==> src/rtl/cpu_seq_pkg.sv <==
// Shared types and constants for the CPU instruction sequencer.
package cpu_seq_pkg;

    // Sequencer control states.
    typedef enum logic [2:0] {
        StIdle,
        StFetch,
        StIssue,
        StWait,
        StHold,
        StDone
    } seq_state_e;

    // Opcode that terminates a run without being issued to the CPU.
    localparam logic [7:0] HaltOpDefault = 8'h00;

    // Width of the CPU latency counter; covers latencies 1..4.
    localparam int unsigned WaitCntW = 3;

endpackage

==> src/rtl/cpu_sequencer_if.sv <==
// Host/CPU side signal bundle of the sequencer.
interface cpu_sequencer_if #(
    parameter int unsigned DEPTH = 16
);
    localparam int unsigned AW = $clog2(DEPTH);

    logic          load_en;
    logic [AW-1:0] load_addr;
    logic [7:0]    load_data;
    logic [AW-1:0] last_addr;
    logic          start;
    logic          step_mode;
    logic          step;
    logic [7:0]    cpu_res;

    logic [7:0]    instr;
    logic          instr_valid;
    logic [7:0]    result;
    logic          result_valid;
    logic [AW-1:0] pc;
    logic          busy;
    logic          done;

    // Host and CPU stimulus side.
    modport master (
        output load_en, load_addr, load_data, last_addr, start, step_mode, step, cpu_res,
        input  instr, instr_valid, result, result_valid, pc, busy, done
    );

    // Sequencer side.
    modport slave (
        input  load_en, load_addr, load_data, last_addr, start, step_mode, step, cpu_res,
        output instr, instr_valid, result, result_valid, pc, busy, done
    );

endinterface

==> src/rtl/seq_prog_ram.sv <==
// Program buffer: one synchronous write port, one asynchronous read port, DEPTH x 8.
module seq_prog_ram #(
    parameter int unsigned DEPTH = 16,
    parameter int unsigned AW    = $clog2(DEPTH)
) (
    input  logic          clk_i,
    input  logic          we_i,
    input  logic [AW-1:0] waddr_i,
    input  logic [7:0]    wdata_i,
    input  logic [AW-1:0] raddr_i,
    output logic [7:0]    rdata_o
);

    // Contents are deliberately not reset so a program survives a reset.
    logic [7:0] mem_q [DEPTH];

    // Write port.
    always_ff @(posedge clk_i) begin
        if (we_i) begin
            mem_q[waddr_i] <= wdata_i;
        end
    end

    assign rdata_o = mem_q[raddr_i];

endmodule

==> src/rtl/cpu_sequencer.sv <==
// Feeds a stored program to a CPU one instruction at a time and captures each result.
module cpu_sequencer
    import cpu_seq_pkg::*;
#(
    parameter int unsigned DEPTH   = 16,
    parameter int unsigned CPU_LAT = 1,
    parameter logic [7:0]  HALT_OP = HaltOpDefault
) (
    input logic            clk,
    input logic            rst,
    cpu_sequencer_if.slave bus
);

    localparam int unsigned AW = $clog2(DEPTH);
    // Counter value on the cycle the CPU result is valid.
    localparam logic [WaitCntW-1:0] WaitLast = WaitCntW'(CPU_LAT - 1);

    seq_state_e          state_q, state_d;
    logic [AW-1:0]       pc_q, pc_d;
    logic [AW-1:0]       last_q, last_d;
    logic                step_mode_q, step_mode_d;
    logic [7:0]          instr_q, instr_d;
    logic [7:0]          result_q, result_d;
    logic                result_valid_q, result_valid_d;
    logic [WaitCntW-1:0] wait_q, wait_d;

    logic                ram_we;
    logic [7:0]          ram_rdata;

    // Loads are accepted only while idle so a running program is never disturbed.
    assign ram_we = bus.load_en && (state_q == StIdle);

    seq_prog_ram #(
        .DEPTH (DEPTH),
        .AW    (AW)
    ) u_prog_ram (
        .clk_i   (clk),
        .we_i    (ram_we),
        .waddr_i (bus.load_addr),
        .wdata_i (bus.load_data),
        .raddr_i (pc_q),
        .rdata_o (ram_rdata)
    );

    // State and datapath registers; reset acts immediately.
    always_ff @(posedge clk or posedge rst) begin
        if (rst) begin
            state_q        <= StIdle;
            pc_q           <= '0;
            last_q         <= '0;
            step_mode_q    <= 1'b0;
            instr_q        <= '0;
            result_q       <= '0;
            result_valid_q <= 1'b0;
            wait_q         <= '0;
        end else begin
            state_q        <= state_d;
            pc_q           <= pc_d;
            last_q         <= last_d;
            step_mode_q    <= step_mode_d;
            instr_q        <= instr_d;
            result_q       <= result_d;
            result_valid_q <= result_valid_d;
            wait_q         <= wait_d;
        end
    end

    // Next-state and datapath updates for the run sequence.
    always_comb begin
        state_d        = state_q;
        pc_d           = pc_q;
        last_d         = last_q;
        step_mode_d    = step_mode_q;
        instr_d        = instr_q;
        result_d       = result_q;
        result_valid_d = 1'b0;
        wait_d         = wait_q;

        unique case (state_q)
            StIdle: begin
                if (bus.start) begin
                    state_d     = StFetch;
                    pc_d        = '0;
                    last_d      = bus.last_addr;
                    step_mode_d = bus.step_mode;
                end
            end
            StFetch: begin
                if (ram_rdata == HALT_OP) begin
                    state_d = StDone;
                end else begin
                    state_d = StIssue;
                    instr_d = ram_rdata;
                end
            end
            StIssue: begin
                state_d = StWait;
                wait_d  = '0;
            end
            StWait: begin
                if (wait_q == WaitLast) begin
                    wait_d         = '0;
                    result_d       = bus.cpu_res;
                    result_valid_d = 1'b1;
                    if (pc_q == last_q) begin
                        state_d = StDone;
                    end else begin
                        pc_d    = pc_q + AW'(1);
                        state_d = step_mode_q ? StHold : StFetch;
                    end
                end else begin
                    wait_d = wait_q + WaitCntW'(1);
                end
            end
            StHold: begin
                if (bus.step) begin
                    state_d = StFetch;
                end
            end
            StDone: begin
                state_d = StIdle;
            end
            default: begin
                state_d = StIdle;
            end
        endcase
    end

    assign bus.instr        = instr_q;
    assign bus.instr_valid  = (state_q == StIssue);
    assign bus.result       = result_q;
    assign bus.result_valid = result_valid_q;
    assign bus.pc           = pc_q;
    assign bus.busy         = (state_q != StIdle);
    assign bus.done         = (state_q == StDone);

endmodule

==> src/flat_wrapper.sv <==
// flat-port wrapper written by rule: the top's interface ports become plain ports
module cpu_sequencer_flat import cpu_seq_pkg::*;
#(
    parameter int unsigned DEPTH   = 16,
    parameter int unsigned CPU_LAT = 1,
    parameter logic [7:0]  HALT_OP = HaltOpDefault
)
  (clk, rst, bus_load_en, bus_load_addr, bus_load_data, bus_last_addr, bus_start, bus_step_mode, bus_step, bus_cpu_res, bus_instr, bus_instr_valid, bus_result, bus_result_valid, bus_pc, bus_busy, bus_done);
  cpu_sequencer_if #(.DEPTH(DEPTH)) bus_i ();
  input logic clk;
  input logic rst;
  input wire logic [$bits(bus_i.load_en)-1:0] bus_load_en;
  input wire logic [$bits(bus_i.load_addr)-1:0] bus_load_addr;
  input wire logic [$bits(bus_i.load_data)-1:0] bus_load_data;
  input wire logic [$bits(bus_i.last_addr)-1:0] bus_last_addr;
  input wire logic [$bits(bus_i.start)-1:0] bus_start;
  input wire logic [$bits(bus_i.step_mode)-1:0] bus_step_mode;
  input wire logic [$bits(bus_i.step)-1:0] bus_step;
  input wire logic [$bits(bus_i.cpu_res)-1:0] bus_cpu_res;
  output wire logic [$bits(bus_i.instr)-1:0] bus_instr;
  output wire logic [$bits(bus_i.instr_valid)-1:0] bus_instr_valid;
  output wire logic [$bits(bus_i.result)-1:0] bus_result;
  output wire logic [$bits(bus_i.result_valid)-1:0] bus_result_valid;
  output wire logic [$bits(bus_i.pc)-1:0] bus_pc;
  output wire logic [$bits(bus_i.busy)-1:0] bus_busy;
  output wire logic [$bits(bus_i.done)-1:0] bus_done;
  assign bus_i.load_en = bus_load_en;
  assign bus_i.load_addr = bus_load_addr;
  assign bus_i.load_data = bus_load_data;
  assign bus_i.last_addr = bus_last_addr;
  assign bus_i.start = bus_start;
  assign bus_i.step_mode = bus_step_mode;
  assign bus_i.step = bus_step;
  assign bus_i.cpu_res = bus_cpu_res;
  assign bus_instr = bus_i.instr;
  assign bus_instr_valid = bus_i.instr_valid;
  assign bus_result = bus_i.result;
  assign bus_result_valid = bus_i.result_valid;
  assign bus_pc = bus_i.pc;
  assign bus_busy = bus_i.busy;
  assign bus_done = bus_i.done;
  cpu_sequencer #(.DEPTH(DEPTH), .CPU_LAT(CPU_LAT), .HALT_OP(HALT_OP)) u_core (.clk(clk), .rst(rst), .bus(bus_i));
endmodule
==> config.mk <==
export PLATFORM = sky130hd
export DESIGN_NAME = cpu_sequencer_flat
export DESIGN_NICKNAME = d
export VERILOG_FILES = /design/src/rtl/cpu_seq_pkg.sv /design/src/rtl/cpu_sequencer_if.sv /design/src/rtl/seq_prog_ram.sv /design/src/rtl/cpu_sequencer.sv /design/src/flat_wrapper.sv
export SDC_FILE = /design/constraint.sdc
export NUM_CORES = 1
export LEC_CHECK = 0
export CAP_MARGIN = 15
export CORE_UTILIZATION = 29
export CTS_CLUSTER_SIZE = 10
export DETAILED_ROUTE_END_ITERATION = 8
export PLACE_DENSITY_LB_ADDON = 0.12
export SYNTH_ARGS = -nofsm -noshare
export SYNTH_HDL_FRONTEND = slang
export SYNTH_SLANG_ARGS = --single-unit
==> constraint.sdc <==
create_clock -name clk -period 2.22 [get_ports clk]
set_input_delay 0.222 -clock clk [delete_from_list [all_inputs] [get_ports clk]]
set_output_delay 0.222 -clock clk [all_outputs]
set_load 0.01 [all_outputs]
# Word-level counts from Yosys, hierarchy flattened
# Memory sizes are Yosys's and may differ from the RTL's.
# Cells that the tools add are included.
[totals]
mem_count = 1
regBits = 32
output_inout_bits = 24
ramBits = 128
in_bits = 30
[mem_list]
columns = ["memory", "depth", "word_bits", "read_ports", "rd_clocked_by_memory_dff", "wr", "line_no", "rtl"]
rows = [
  ["u_core.u_prog_ram.mem_q", 16, 8, 1, 0, 1, "seq_prog_ram.sv:15", "logic [7:0] mem_q [DEPTH];"],
]
[classes]
addsub = 2
bitwise = 1
eq_ne = 10
reduce_logical = 12
muxes = 17
[ops]
columns = ["op", "count"]
rows = [
  ["3-bit two-way mux", 7],
  ["3-bit one-hot mux with 5 select lines", 1],
  ["4-bit two-way mux", 3],
  ["8-bit logical NOT", 1],
  ["4-bit one-hot mux with 2 select lines", 1],
  ["3-bit by 2-bit equality test with 1-bit output (second input constant)", 2],
  ["3-bit equality test (second input constant)", 2],
  ["3-bit logical NOT", 2],
  ["2-bit inequality test (second input constant)", 3],
  ["3-bit one-hot mux with 2 select lines", 1],
  ["2-bit AND reduction", 3],
  ["4-bit by 1-bit adder with 4-bit output (second input constant)", 1],
  ["4-bit equality test", 1],
  ["1-bit two-way mux", 4],
  ["4-bit AND reduction", 1],
  ["2-bit nonzero test", 2],
  ["3-bit by 1-bit adder with 3-bit output (second input constant)", 1],
  ["3-bit by 1-bit equality test with 1-bit output (second input constant)", 1],
  ["3-bit AND reduction", 1],
  ["3-bit nonzero test", 1],
  ["2-bit by 1-bit inequality test with 1-bit output (second input constant)", 1],
  ["1-bit logical AND", 1],
  ["1-bit inverter", 1],
]

# Logic depth before layout (Yosys ltp)
[logic_depth]
ltp_word = 4
ltp_mapped = 8
depth_no_buf = 8

# By module
# From an unflattened synthesis, not the netlist that was laid out.
[hier_totals]
hier_cells = 346
area_unflattened_um2 = 6541.3
[modules_own_cells]
columns = ["module", "area_each_um2", "cells_per_inst", "seq_area_each_um2", "n_inst"]
rows = [
  ["seq_prog_ram", 4987.3, 221, 3843.7, 1],
  ["cpu_sequencer", 1554.0, 125, 800.8, 1],
]

# Worst setup path after synthesis
# No wires, ideal clock.
[synth_path]
path_type = "register to register"
startpoint = "register u_core.pc_q[1] (netlist: u_core.bus.pc[1])"
endpoint = "register u_core.state_q[1]"
t_arrival_ns = 2.381
slack_ns = -0.293
path_stages_with_launch = 9
cell_sequence = "dfrtp_1 > clkbuf_1 > clkbuf_1 > mux4_2 > a22oi_1 > nand3_1 > nor4_4 > a21oi_2 > or3_1"
[synth_via]
elab_chain_len = 4
elab_cells_between_ends = 7
[synth_lines]
columns = ["item", "line_no", "rtl"]
rows = [
  ["start: declaration", "cpu_sequencer.sv:19", "logic [AW-1:0] pc_q, pc_d;"],
  ["start signal: assignment", "cpu_sequencer.sv:58", "pc_q <= pc_d;"],
  ["memory read 16 x 8 bit / 4-bit equality test (equally long branches)", "n/a", ""],
  ["8-bit logical NOT / 3-bit two-way mux (equally long branches)", "cpu_sequencer.sv:89, cpu_sequencer.sv:105", ""],
  ["3-bit two-way mux, on equally long branches", "cpu_sequencer.sv:89, cpu_sequencer.sv:101", ""],
  ["3-bit one-hot mux with 5 select lines *", "cpu_sequencer.sv:79", "unique case (state_q)"],
  ["end signal: assignment", "cpu_sequencer.sv:48", "state_q <= StIdle;"],
  ["end signal: assignment", "cpu_sequencer.sv:57", "state_q <= state_d;"],
  ["end: declaration", "cpu_sequencer.sv:18", "seq_state_e state_q, state_d;"],
]
# Every way passes the cells marked *; elsewhere a longest branch is shown, timed or not. The select of a mux whose other input is x is not followed.
# A chain may end at the register's enable or synchronous reset.

# Worst setup path in the final report
[layout_path]
startpoint = "register u_core.pc_q[0] (netlist: u_core.bus.pc[0])"
endpoint = "register u_core.state_q[1]"
# The elaborated chain is that of the path after synthesis.

==> results_dict.tcl <==
set metrics [dict create \
    run_status "complete, but fails checks" \
    violations "setup timing" \
    cts_hold_buf 0 \
    drtIter0Drc 184 \
    grt_setup_unrepaired "yes" \
    gr-total-overflow 0 \
    global_route.usage.total_pct 14.5 \
    finalWeightedCongestion 0.767 \
    clkLatencyLatePin_ns 0.41 \
    drc 0 \
    critPathMaxFanout 7 \
    diodes 0 \
    fillerInstances 2017 \
    io-pin-count 54 \
    tightest_slew_ns 0.747 \
    cts_buffers 17 \
    intPower_mw 7.69 \
    die_height_um 151 \
    worst-setup-path-type "flip-flop to flip-flop" \
    area.growth.synth_to_final_pct 34.0 \
    drt-total-wl_um 15300 \
    synth-seq-area-share_pct 72.0 \
    hpwlAfterDp_um 10600 \
    finish.utilization_pct 39.6 \
    startpoint_type "flip-flop" \
    post_drt_wl_per_cell_um 19.4 \
    vias 3633 \
    total_power_mw 10.8 \
    clk_root_buffer_cell "clkbuf_16" \
    total_setup_violations_reported_at_the_end_of_the_flow 11 \
    clock_tree_from_tritoncts "yes" \
    synth.cell_area_um2 6450 \
    reg2reg_to "u_core.state_q[1]" \
    ir_worst_vdd_mv 0.590 \
    floorplan_die_width_um 151 \
    yosys.area.top_type_share_pct 59.6 \
    place_ws_ns -0.339 \
    clock_power_share_pct 29.5 \
    detail_route.first_pass.iterations 4 \
    timing.reg2reg.setup_slack_ns -0.23 \
    die_area_um2 22900 \
    netlist_top_cells_area "edfxtp_1 (60%), dfrtp_1 (12%), mux4_2 (8.4%)" \
    report.final.hold_viol_count 0 \
    psw_mw 3.06 \
    via_per_inst 4.62 \
    cap_violations 0 \
    register_to_register_path_depth 8 \
    antenna_violations_before_repair 0 \
    synth.ff_latch_count 160 \
    p_sw_share_pct 28.5 \
    synthArstFlopShare_pct 20.0 \
    final.period_utilization_pct 111 \
    finalMaxSlewViolations 0 \
    power_per_cell_area_nw_per_um2 1240 \
    slew_headroom_pct 50.1 \
    reg2reg_from "u_core.bus.pc[0]" \
    post_synth_edffs 128 \
    yosys.area.top_type "edfxtp_1" \
    comb_power_share_pct 35.7 \
    syn_inst 368 \
    syn_nets 401 \
    initial_utilization_pct 29.6 \
    core_um2 21800 \
    layout_setup_ws_ns -0.235 \
    first_pass_grt_wire_length_um 23000 \
    fin_tns_setup_ns -1.56 \
    hp-class "primary input to async pin" \
    ys.flop_type "edfxtp_1" \
    endpoint_kind "flip-flop" \
    seq_power_share_pct 34.8 \
    p_leak_nw 3.08 \
    design.final.nets 527 \
    drive_above_1_share_pct 34.1 \
    max_clock_freq_ghz 0.407 \
    post-route-min-period_ns 2.45 \
    worst_ep_required_time_ns 2.51 \
    cts_sink_count 160 \
    clk_pin_slew_ns 0.06 \
    cts_buffer_depth 2 \
    std_cell_rows 54 \
    layout.cells.non_filler 787 \
    via_count_of_the_first_global_routing_pass 3844 \
    syn_avg_cell_area_um2 17.5 \
    worst-endpoint-arrival_ns 2.75 \
    grt_max_degree 33 \
    clock-skew-final_ns 0.00628 \
    buffer_ports.inserted 53 \
    ant_nets 0 \
    cts_max_level 4 \
    ys_types 41 \
    synth-warning-count 0 \
    placed_cells_incl_taps 739 \
]
[registers in the layout, summed over array words and instances, names as in the netlist]
signal	cells
u_core.bus.instr	8
u_core.bus.pc	4
u_core.bus.result	8
u_core.bus.result_valid	1
u_core.last_q	4
u_core.state_q	3
u_core.step_mode_q	1
u_core.u_prog_ram.mem_q	128
u_core.wait_q	3
[how the worst max path moves through the flow]
stage	from	to
after global placement	u_core.bus.pc[1]	u_core.state_q[1]
after floorplan	u_core.bus.pc[0]	u_core.state_q[1]
after detailed placement	u_core.bus.pc[1]	u_core.state_q[1]
final	u_core.bus.pc[0]	u_core.state_q[1]
after CTS	u_core.bus.pc[0]	u_core.state_q[1]
after global routing	u_core.bus.pc[0]	u_core.state_q[1]
[power by group through the flow]
stage,logic [mW],registers [mW],clock network [mW]
2_1_floorplan,1.74,3.81,0
3_3_place_gp,3.18,3.78,0
3_5_place_dp,3.21,3.80,0
4_1_cts,3.81,3.75,3.25
5_1_grt,4.15,3.78,3.36
6_report,3.84,3.74,3.17
[per-layer routing]
layer	wire length, um	GRT usage, %	vias up
met3	605	3.64	7
met2	7540	24.4	83
met5	0	0	-
met1	6960	18.3	1862
li1	-	-	1681
met4	155	4.20	0
[repair_timing]
| action | 4_1_cts | 5_1_grt |
|---|---|---|
| endpoints found under the setup margin | 13 | 15 |
| setup buffers | 15 | 0 |
| gates resized for setup | 37 | 14 |
| pin swaps | 12 | 1 |
| gates cloned | 2 | 0 |
[worst max-delay path, stage by stage (launching register included)]
cell and delay, ns:
dfrtp_2 0.42, clkbuf_16 0.18, buf_12 0.10, mux4_2 0.49
a22oi_2 0.19, nand3_2 0.12, nor4_4 0.40, a21oi_2 0.11
or3_1 0.31
[final cells by class]
| class | count | area, um2 | share of cell area (%) |
|---|---|---|---|
| clock inverter | 13 | 210 | 2.43 |
| multi-input combinational | 178 | 1780 | 20.6 |
| inverter | 15 | 56.3 | 0.651 |
| timing repair buffer | 122 | 1170 | 13.5 |
| sequential | 160 | 4650 | 53.7 |
| tap | 280 | 350 | 4.05 |
| clock buffer | 19 | 433 | 5.01 |
[kinds of logic (layout without fill, tap and decap cells)]
group / Yosys count / count (layout) / synth area share [%]
and+or+nand+nor: 93 / 93 / 7.41
muxes: 44 / 44 / 13.7
adders and majority gates: 3 / 3 / 0.582
buffers and inverters: 30 / 169 / 2.27
DFF: 160 / 160 / 72.0
AOI/OAI and AO/OA: 30 / 30 / 2.95
xor gates and xnor gates: 8 / 8 / 1.09
[layout by cell type, fill, tap and decap left out, drive strengths merged, types with 5 or more instances in the layout]
| cell type | n |
|---|---|
| nor2b | 7 |
| nand2 | 24 |
| inv | 17 |
| nor2 | 21 |
| nand3 | 18 |
| edfxtp | 128 |
| clkbuf | 20 |
| mux4 | 32 |
| a22oi | 9 |
| clkdlybuf4s50 | 52 |
| o21ai | 16 |
| bufinv | 5 |
| mux2 | 12 |
| buf | 68 |
| xor2 | 7 |
| dfrtp | 32 |
| nor3 | 6 |
[synth_stat cells, types with 8 or more instances]
master    count
o21ai_0      16
mux2_2       12
mux4_1        8
nand2_1      24
mux4_2       24
clkbuf_1      9
inv_1        14
nor2_1       21
nand3_1      17
dfrtp_1      32
a22oi_1       8
edfxtp_1    128
[per-stage QoR]
stage          instance area (um2)  hold slack [ns]
2_1_floorplan                 6470            0.321
3_3_place_gp                  7680            0.483
3_5_place_dp                  7680            0.496
4_1_cts                       8610            0.216
5_1_grt                       8650            0.242
6_report                      8650            0.213
(Power assumes the default switching activity.)
